`config.mk`:
```
export PLATFORM = sky130hd
export DESIGN_NAME = masked_sbox_bram_sched_flat
export DESIGN_NICKNAME = d
export VERILOG_FILES = /design/src/rtl/masked_sbox_bram_sched_pkg.sv /design/src/rtl/masked_sbox_bram_sched_if.sv /design/src/rtl/masked_sbox_bram_sched_rr_pick2.sv /design/src/rtl/masked_sbox_bram_sched.sv /design/src/flat_wrapper.sv
export SDC_FILE = /design/constraint.sdc
export NUM_CORES = 1
export LEC_CHECK = 0
export ABC_CLOCK_PERIOD_IN_PS = 3570
export CAP_MARGIN = 20
export CORE_MARGIN = 10
export CORE_UTILIZATION = 36
export CTS_BUF_LIST = sky130_fd_sc_hd__clkbuf_16
export CTS_CLUSTER_DIAMETER = 50
export DETAILED_ROUTE_END_ITERATION = 8
export DONT_BUFFER_PORTS = 1
export GPL_ROUTABILITY_DRIVEN = 0
export PLACE_DENSITY = 0.57
export SYNTH_ARGS = -nofsm -noshare
export SYNTH_HDL_FRONTEND = slang
export SYNTH_SLANG_ARGS = --single-unit
```
`constraint.sdc`:
```
create_clock -name clk -period 3.57 [get_ports clk]
set_input_delay 0.5355 -clock clk [delete_from_list [all_inputs] [get_ports clk]]
set_output_delay 0.5355 -clock clk [all_outputs]
set_load 0.005 [all_outputs]
```
`src/rtl/masked_sbox_bram_sched_pkg.sv`:
```
// Shared types and constants for the masked S-box BRAM lookup scheduler.
package masked_sbox_bram_sched_pkg;

    localparam int SBOX_AW = 10;
    localparam int TAGW = 3;
    localparam int NREQ_MAX = 8;
    localparam logic [SBOX_AW-1:0] IDLE_ADDR_DEFAULT = 10'h000;

    typedef struct packed {
        logic            vld;
        logic [TAGW-1:0] tag;
    } sched_tag_t;

    // An idle slot carries a zero tag so res_tag_* reads 0 whenever res_valid_* is low.
    function automatic sched_tag_t mk_tag(input logic vld, input logic [TAGW-1:0] idx);
        sched_tag_t t;
        t.vld = vld;
        t.tag = vld ? idx : {TAGW{1'b0}};
        return t;
    endfunction

endpackage

```
`src/rtl/masked_sbox_bram_sched_if.sv`:
```
// Request, BRAM and result signal bundle between the scheduler and its neighbours.
interface masked_sbox_bram_sched_if
    import masked_sbox_bram_sched_pkg::*;
#(
    parameter int NREQ = 4,
    parameter int AW   = SBOX_AW
);
    logic [NREQ-1:0]    req_valid;
    logic [NREQ*AW-1:0] req_addr;
    logic [NREQ-1:0]    req_ready;
    logic [AW-1:0]      bram_addra;
    logic [AW-1:0]      bram_addrb;
    logic               bram_en;
    logic               bram_rst;
    logic [7:0]         bram_doa;
    logic [7:0]         bram_dob;
    logic               res_valid_a;
    logic [TAGW-1:0]    res_tag_a;
    logic [7:0]         res_data_a;
    logic               res_valid_b;
    logic [TAGW-1:0]    res_tag_b;
    logic [7:0]         res_data_b;
    logic               res_ready;
    logic               busy;

    modport slave (
        input  req_valid, req_addr, bram_doa, bram_dob, res_ready,
        output req_ready, bram_addra, bram_addrb, bram_en, bram_rst,
               res_valid_a, res_tag_a, res_data_a,
               res_valid_b, res_tag_b, res_data_b, busy
    );

    modport master (
        output req_valid, req_addr, bram_doa, bram_dob, res_ready,
        input  req_ready, bram_addra, bram_addrb, bram_en, bram_rst,
               res_valid_a, res_tag_a, res_data_a,
               res_valid_b, res_tag_b, res_data_b, busy
    );

endinterface

```
`src/rtl/masked_sbox_bram_sched_rr_pick2.sv`:
```
// Round-robin picker: first two valid requesters in scan order starting at rr.
module masked_sbox_bram_sched_rr_pick2
    import masked_sbox_bram_sched_pkg::*;
#(
    parameter int NREQ = 4
) (
    input  logic [NREQ-1:0] req_valid_i,
    input  logic [TAGW-1:0] rr_i,
    output logic [TAGW-1:0] idx_a_o,
    output logic            vld_a_o,
    output logic [TAGW-1:0] idx_b_o,
    output logic            vld_b_o
);

    logic [NREQ_MAX-1:0] valid_pad_s;
    logic [TAGW:0]       pos_s;

    assign valid_pad_s = NREQ_MAX'(req_valid_i);

    // Scan rr, rr+1, ... wrapping at NREQ; lane A takes the first hit, lane B the second.
    always_comb begin
        idx_a_o = {TAGW{1'b0}};
        vld_a_o = 1'b0;
        idx_b_o = {TAGW{1'b0}};
        vld_b_o = 1'b0;
        pos_s   = {(TAGW+1){1'b0}};
        for (int k = 0; k < NREQ; k++) begin
            pos_s = {1'b0, rr_i} + (TAGW+1)'(k);
            if (pos_s >= (TAGW+1)'(NREQ)) begin
                pos_s = pos_s - (TAGW+1)'(NREQ);
            end else begin
                pos_s = pos_s;
            end
            if (valid_pad_s[pos_s[TAGW-1:0]]) begin
                if (!vld_a_o) begin
                    vld_a_o = 1'b1;
                    idx_a_o = pos_s[TAGW-1:0];
                end else if (!vld_b_o) begin
                    vld_b_o = 1'b1;
                    idx_b_o = pos_s[TAGW-1:0];
                end else begin
                    vld_b_o = vld_b_o;
                end
            end else begin
                vld_a_o = vld_a_o;
            end
        end
    end

endmodule

```
`src/rtl/masked_sbox_bram_sched.sv`:
```
// Shares one dual-port registered-output S-box BRAM between NREQ lookup requesters,
// granting up to two lookups per cycle and tracking requester tags across the read latency.
module masked_sbox_bram_sched
    import masked_sbox_bram_sched_pkg::*;
#(
    parameter int            NREQ      = 4,
    parameter int            AW        = SBOX_AW,
    parameter logic [AW-1:0] IDLE_ADDR = AW'(IDLE_ADDR_DEFAULT)
) (
    input logic                      clk,
    input logic                      rst,
    masked_sbox_bram_sched_if.slave  bus
);

    logic [TAGW-1:0] rr_q, rr_d;
    sched_tag_t      s1a_q, s1b_q, s2a_q, s2b_q;
    sched_tag_t      s1a_d, s1b_d;
    logic            stall_s, en_s, grant_a_s, grant_b_s;
    logic [TAGW-1:0] idx_a_s, idx_b_s;
    logic            vld_a_s, vld_b_s;
    logic [NREQ-1:0] ready_s;
    logic [AW-1:0]   addr_tab_s [NREQ_MAX];

    function automatic logic [TAGW-1:0] rr_next(input logic [TAGW-1:0] idx);
        if (idx == TAGW'(NREQ - 1)) begin
            return {TAGW{1'b0}};
        end else begin
            return idx + TAGW'(1);
        end
    endfunction

    masked_sbox_bram_sched_rr_pick2 #(.NREQ(NREQ)) u_pick (
        .req_valid_i (bus.req_valid),
        .rr_i        (rr_q),
        .idx_a_o     (idx_a_s),
        .vld_a_o     (vld_a_s),
        .idx_b_o     (idx_b_s),
        .vld_b_o     (vld_b_s)
    );

    for (genvar g = 0; g < NREQ_MAX; g++) begin : g_addr
        if (g < NREQ) begin : g_on
            assign addr_tab_s[g] = bus.req_addr[g*AW +: AW];
        end else begin : g_off
            assign addr_tab_s[g] = IDLE_ADDR;
        end
    end

    // Back-pressure freezes the whole BRAM pipe; reset keeps it enabled so the output regs clear.
    assign stall_s   = (s2a_q.vld | s2b_q.vld) & ~bus.res_ready;
    assign en_s      = rst | ~stall_s;
    assign grant_a_s = vld_a_s & ~stall_s & ~rst;
    assign grant_b_s = vld_b_s & ~stall_s & ~rst;

    // Grant vector: one-hot per lane, never the same requester twice.
    always_comb begin
        ready_s = {NREQ{1'b0}};
        for (int i = 0; i < NREQ; i++) begin
            if ((grant_a_s && (idx_a_s == TAGW'(i))) || (grant_b_s && (idx_b_s == TAGW'(i)))) begin
                ready_s[i] = 1'b1;
            end else begin
                ready_s[i] = 1'b0;
            end
        end
    end

    // Next round-robin pointer and stage-1 tags from this cycle's grants.
    always_comb begin
        rr_d  = rr_q;
        s1a_d = mk_tag(grant_a_s, idx_a_s);
        s1b_d = mk_tag(grant_b_s, idx_b_s);
        if (grant_b_s) begin
            rr_d = rr_next(idx_b_s);
        end else if (grant_a_s) begin
            rr_d = rr_next(idx_a_s);
        end else begin
            rr_d = rr_q;
        end
    end

    // Pointer and two-stage tag pipe, advancing in lockstep with the BRAM enable.
    always_ff @(posedge clk) begin
        if (rst) begin
            rr_q  <= {TAGW{1'b0}};
            s1a_q <= mk_tag(1'b0, {TAGW{1'b0}});
            s1b_q <= mk_tag(1'b0, {TAGW{1'b0}});
            s2a_q <= mk_tag(1'b0, {TAGW{1'b0}});
            s2b_q <= mk_tag(1'b0, {TAGW{1'b0}});
        end else if (en_s) begin
            rr_q  <= rr_d;
            s1a_q <= s1a_d;
            s1b_q <= s1b_d;
            s2a_q <= s1a_q;
            s2b_q <= s1b_q;
        end
    end

    assign bus.req_ready   = ready_s;
    assign bus.bram_addra  = grant_a_s ? addr_tab_s[idx_a_s] : IDLE_ADDR;
    assign bus.bram_addrb  = grant_b_s ? addr_tab_s[idx_b_s] : IDLE_ADDR;
    assign bus.bram_en     = en_s;
    assign bus.bram_rst    = rst;
    assign bus.res_valid_a = s2a_q.vld;
    assign bus.res_tag_a   = s2a_q.tag;
    assign bus.res_data_a  = bus.bram_doa;
    assign bus.res_valid_b = s2b_q.vld;
    assign bus.res_tag_b   = s2b_q.tag;
    assign bus.res_data_b  = bus.bram_dob;
    assign bus.busy        = s1a_q.vld | s1b_q.vld | s2a_q.vld | s2b_q.vld;

endmodule

```
`src/flat_wrapper.sv`:
```
// flat-port wrapper written by rule: the top's interface ports become plain ports
module masked_sbox_bram_sched_flat import masked_sbox_bram_sched_pkg::*;
#(
    parameter int            NREQ      = 4,
    parameter int            AW        = SBOX_AW,
    parameter logic [AW-1:0] IDLE_ADDR = AW'(IDLE_ADDR_DEFAULT)
)
  (clk, rst, bus_req_valid, bus_req_addr, bus_bram_doa, bus_bram_dob, bus_res_ready, bus_req_ready, bus_bram_addra, bus_bram_addrb, bus_bram_en, bus_bram_rst, bus_res_valid_a, bus_res_tag_a, bus_res_data_a, bus_res_valid_b, bus_res_tag_b, bus_res_data_b, bus_busy);
  masked_sbox_bram_sched_if #(.NREQ(NREQ), .AW(AW)) bus_i ();
  input logic clk;
  input logic rst;
  input wire logic [$bits(bus_i.req_valid)-1:0] bus_req_valid;
  input wire logic [$bits(bus_i.req_addr)-1:0] bus_req_addr;
  input wire logic [$bits(bus_i.bram_doa)-1:0] bus_bram_doa;
  input wire logic [$bits(bus_i.bram_dob)-1:0] bus_bram_dob;
  input wire logic [$bits(bus_i.res_ready)-1:0] bus_res_ready;
  output wire logic [$bits(bus_i.req_ready)-1:0] bus_req_ready;
  output wire logic [$bits(bus_i.bram_addra)-1:0] bus_bram_addra;
  output wire logic [$bits(bus_i.bram_addrb)-1:0] bus_bram_addrb;
  output wire logic [$bits(bus_i.bram_en)-1:0] bus_bram_en;
  output wire logic [$bits(bus_i.bram_rst)-1:0] bus_bram_rst;
  output wire logic [$bits(bus_i.res_valid_a)-1:0] bus_res_valid_a;
  output wire logic [$bits(bus_i.res_tag_a)-1:0] bus_res_tag_a;
  output wire logic [$bits(bus_i.res_data_a)-1:0] bus_res_data_a;
  output wire logic [$bits(bus_i.res_valid_b)-1:0] bus_res_valid_b;
  output wire logic [$bits(bus_i.res_tag_b)-1:0] bus_res_tag_b;
  output wire logic [$bits(bus_i.res_data_b)-1:0] bus_res_data_b;
  output wire logic [$bits(bus_i.busy)-1:0] bus_busy;
  assign bus_i.req_valid = bus_req_valid;
  assign bus_i.req_addr = bus_req_addr;
  assign bus_i.bram_doa = bus_bram_doa;
  assign bus_i.bram_dob = bus_bram_dob;
  assign bus_i.res_ready = bus_res_ready;
  assign bus_req_ready = bus_i.req_ready;
  assign bus_bram_addra = bus_i.bram_addra;
  assign bus_bram_addrb = bus_i.bram_addrb;
  assign bus_bram_en = bus_i.bram_en;
  assign bus_bram_rst = bus_i.bram_rst;
  assign bus_res_valid_a = bus_i.res_valid_a;
  assign bus_res_tag_a = bus_i.res_tag_a;
  assign bus_res_data_a = bus_i.res_data_a;
  assign bus_res_valid_b = bus_i.res_valid_b;
  assign bus_res_tag_b = bus_i.res_tag_b;
  assign bus_res_data_b = bus_i.res_data_b;
  assign bus_busy = bus_i.busy;
  masked_sbox_bram_sched #(.NREQ(NREQ), .AW(AW), .IDLE_ADDR(IDLE_ADDR)) u_core (.clk(clk), .rst(rst), .bus(bus_i));
endmodule
```
==> out/qor.yml <==
run_status: "finished, final reports clean"
ioPinCount: 114
synth_nets: 325
drt-wirelength-per-cell_um: 19.7
via_per_inst: 5.78
worstPathRequired_ns: 3.03
synth.distinct_cells: 44
synth_edf_count: 0
crit_type: "reg2out"
synth_top_flop_cell: "dfxtp_1"
dp_hpwl_mm: 4.74
cts.path.max_buffers: 2
reg2reg_from: "u_core.rr_q[0]$_SDFFE_PP0P_"
wl_met1_mm: 2.31
vias: 1770
cts_inserted_buffers: 3
critPathMaxFanout: 12
cpLargestDelayFamily: "simple AND/OR/NAND/NOR gates"
overflow: 0
critPathArrivalTime_ns: 2.83
leakage_uw: 0.000930
portBuffers: 0
drc: 0
switchingPower_uw: 1120
rsz0062_at_grt: "false"
syn_to_final_growth_pct: 1.61
maxCapViolations: 0
wl_mm: 6.03
slew_headroom_pct: 67.1
synth_top_area_cell: "mux2i_1"
synth-seq-area-share_pct: 18.2
root_buffer: "clkbuf_16"
layout.cells.non_filler: 306
met3_length_um: 640
pwr-share-comb_pct: 77.7
setup_viol: 0
syn_avg_cell_area_sq_um: 8.28
die_y_um: 96.3
grt_max_degree: 21
finalSetupTns_ns: 0
tightest_slew_ns: 0.492
cts.clk_slew.worst_paths_ns: 0.05
syn_area_sq_um: 2090
swShare_pct: 48.2
hold_viol_final: 0
cts_tree: "yes"
critPathBufInv: 1
p_int_uw: 1200
hold_class: "in2reg"
crit_slowest_cell: "mux4_1"
drive_gt1_share_pct: 13.2
final_cell_mix: "mux2i_1 (44), nand2_1 (38), o22ai_1 (22)"
coreArea_sq_um: 5570
wl_met2_mm: 3.06
grt_pass1_wl_mm: 9.17
startpoint: "u_core.rr_q[0]$_SDFFE_PP0P_"
initial_core_util_pct: 37.6
die_area_sq_um: 9270
dp.cells: 302
drv_slew: 0
fin_worst_skew_ns: 0.00160
clkLatencyLatePin_ns: 0.25
ctsHoldBuffers: 0
final_antenna_net_count: 0
cp-start-kind: "flop"
power_frac_clock_pct: 9.7
power_density_nw_per_um2: 1090
synth-seq-cells: 19
drt-initial-drc-count: 94
grt_antenna_before_repair: 0
whs_ns: 0.348
fp.dieW_um: 96.3
synth_top_area_share_pct: 21.0
power.share.sequential_pct: 12.6
synthArstFlopShare_pct: 0
final_common_cell: "mux2i_1"
grt_use_total_pct: 12.2
cts_sinks: 19
period_minus_slack_ns: 3.37
max_clock_freq_mhz: 297
cts_setup_buffers: 0
hold_start: "rst"
std_cell_rows: 27
nets: 307
ys_top_cells_by_area: "mux2i_1 (21%), dfxtp_1 (18%), nand2_1 (6.8%), o22ai_1 (6.6%), buf_4 (6.5%)"
cp-end-kind: "output port"
drt-pass1-iter-count: 5
htreeDepth: 1
ys.warnings.count: 0
slowest_delay_ns: 0.57
vdd_ir_drop_max_mv: 0.331
crit_chain: "buf_4 -> mux4_1 -> and2_4 -> nor2_8 -> nor2_1 -> a221o_1 -> nand2b_4 -> o21ai_0"
top_layer: "met4"
period_share_pct: 94.3
syn_inst: 253
grt_pass1_vias: 1683
cts_resized: 0
diodes: 0
registers in the layout (all words and copies together) (netlist names):
| signal | flops |
|---|---|
| u_core.bus.res_tag_a | 3 |
| u_core.bus.res_tag_b | 3 |
| u_core.bus.res_valid_a | 1 |
| u_core.bus.res_valid_b | 1 |
| u_core.rr_q | 3 |
| u_core.s1a_q | 4 |
| u_core.s1b_q | 4 |
cell usage after synthesis (all sizes together) (4+ instances only):
| library cell | count |
|---|---|
| a211oi | 5 |
| a21oi | 13 |
| and2 | 6 |
| buf | 31 |
| clkbuf | 4 |
| dfxtp | 19 |
| ha | 9 |
| inv | 9 |
| mux2i | 44 |
| nand2 | 38 |
| nor2 | 13 |
| o21ai | 7 |
| o22ai | 22 |
power groups by stage:
| stage | logic (uW) | clock network [uW] | registers, uW |
|---|---|---|---|
| finish | 1800 | 225 | 292 |
| global route | 2000 | 238 | 299 |
| CTS | 1800 | 230 | 293 |
| detailed placement | 1790 | 0 | 297 |
| global placement | 1780 | 0 | 297 |
| floorplan | 1550 | 0 | 291 |
cell type report:
cell class	instances	area, sq um
fill	565	3450
multi-input combinational	190	1440
sequential	19	380
timing repair buffer	12	103
tap	72	90.1
clock buffer	3	75.1
inverter	9	33.8
clock inverter	1	3.75
worst paths after layout:
kind | to | slack (ns) | depth (start not counted)
setup / recovery | bus_req_ready[0] | 0.20 | 8
hold / removal | u_core.rr_q[0]$_SDFFE_PP0P_ | 0.35 | 1
setup reg to reg | u_core.rr_q[0]$_SDFFE_PP0P_ | 0.76 | 10
hold reg to reg | u_core.bus.res_tag_a[2]$_SDFFE_PP0P_ | 0.44 | 2
per-stage QoR:
step	setup slack, ns	utilization (%)	power, uW	area, sq um
4_1_cts	0.000464	37.8	2330	2110
3_3_place_gp	0.289	36.4	2070	2030
2_1_floorplan	0.283	-	1840	2090
6_report	0.203	38.2	2320	2130
3_5_place_dp	0.305	36.4	2090	2030
5_1_grt	0.0283	38.2	2530	2130
per-layer routing:
metal	vias to the layer above	track usage [%]
li1	863	-
met1	820	14.0
met2	85	20.9
met3	2	5.14
met4	0	1.72
met5	-	0
logic make-up (layout without fill, tap and decap cells):
group / Yosys count / after routing / share of synthesized area [%]
AO/OA/AOI/OAI: 62 / 62 / 20.5
adder cells (fa/ha/maj): 9 / 9 / 5.38
buffers and inverters: 44 / 25 / 14.5
flip-flops: 19 / 19 / 18.2
multiplexers: 49 / 49 / 25.7
AND/OR/NAND/NOR: 70 / 70 / 15.8
(Power assumes the default switching activity.)
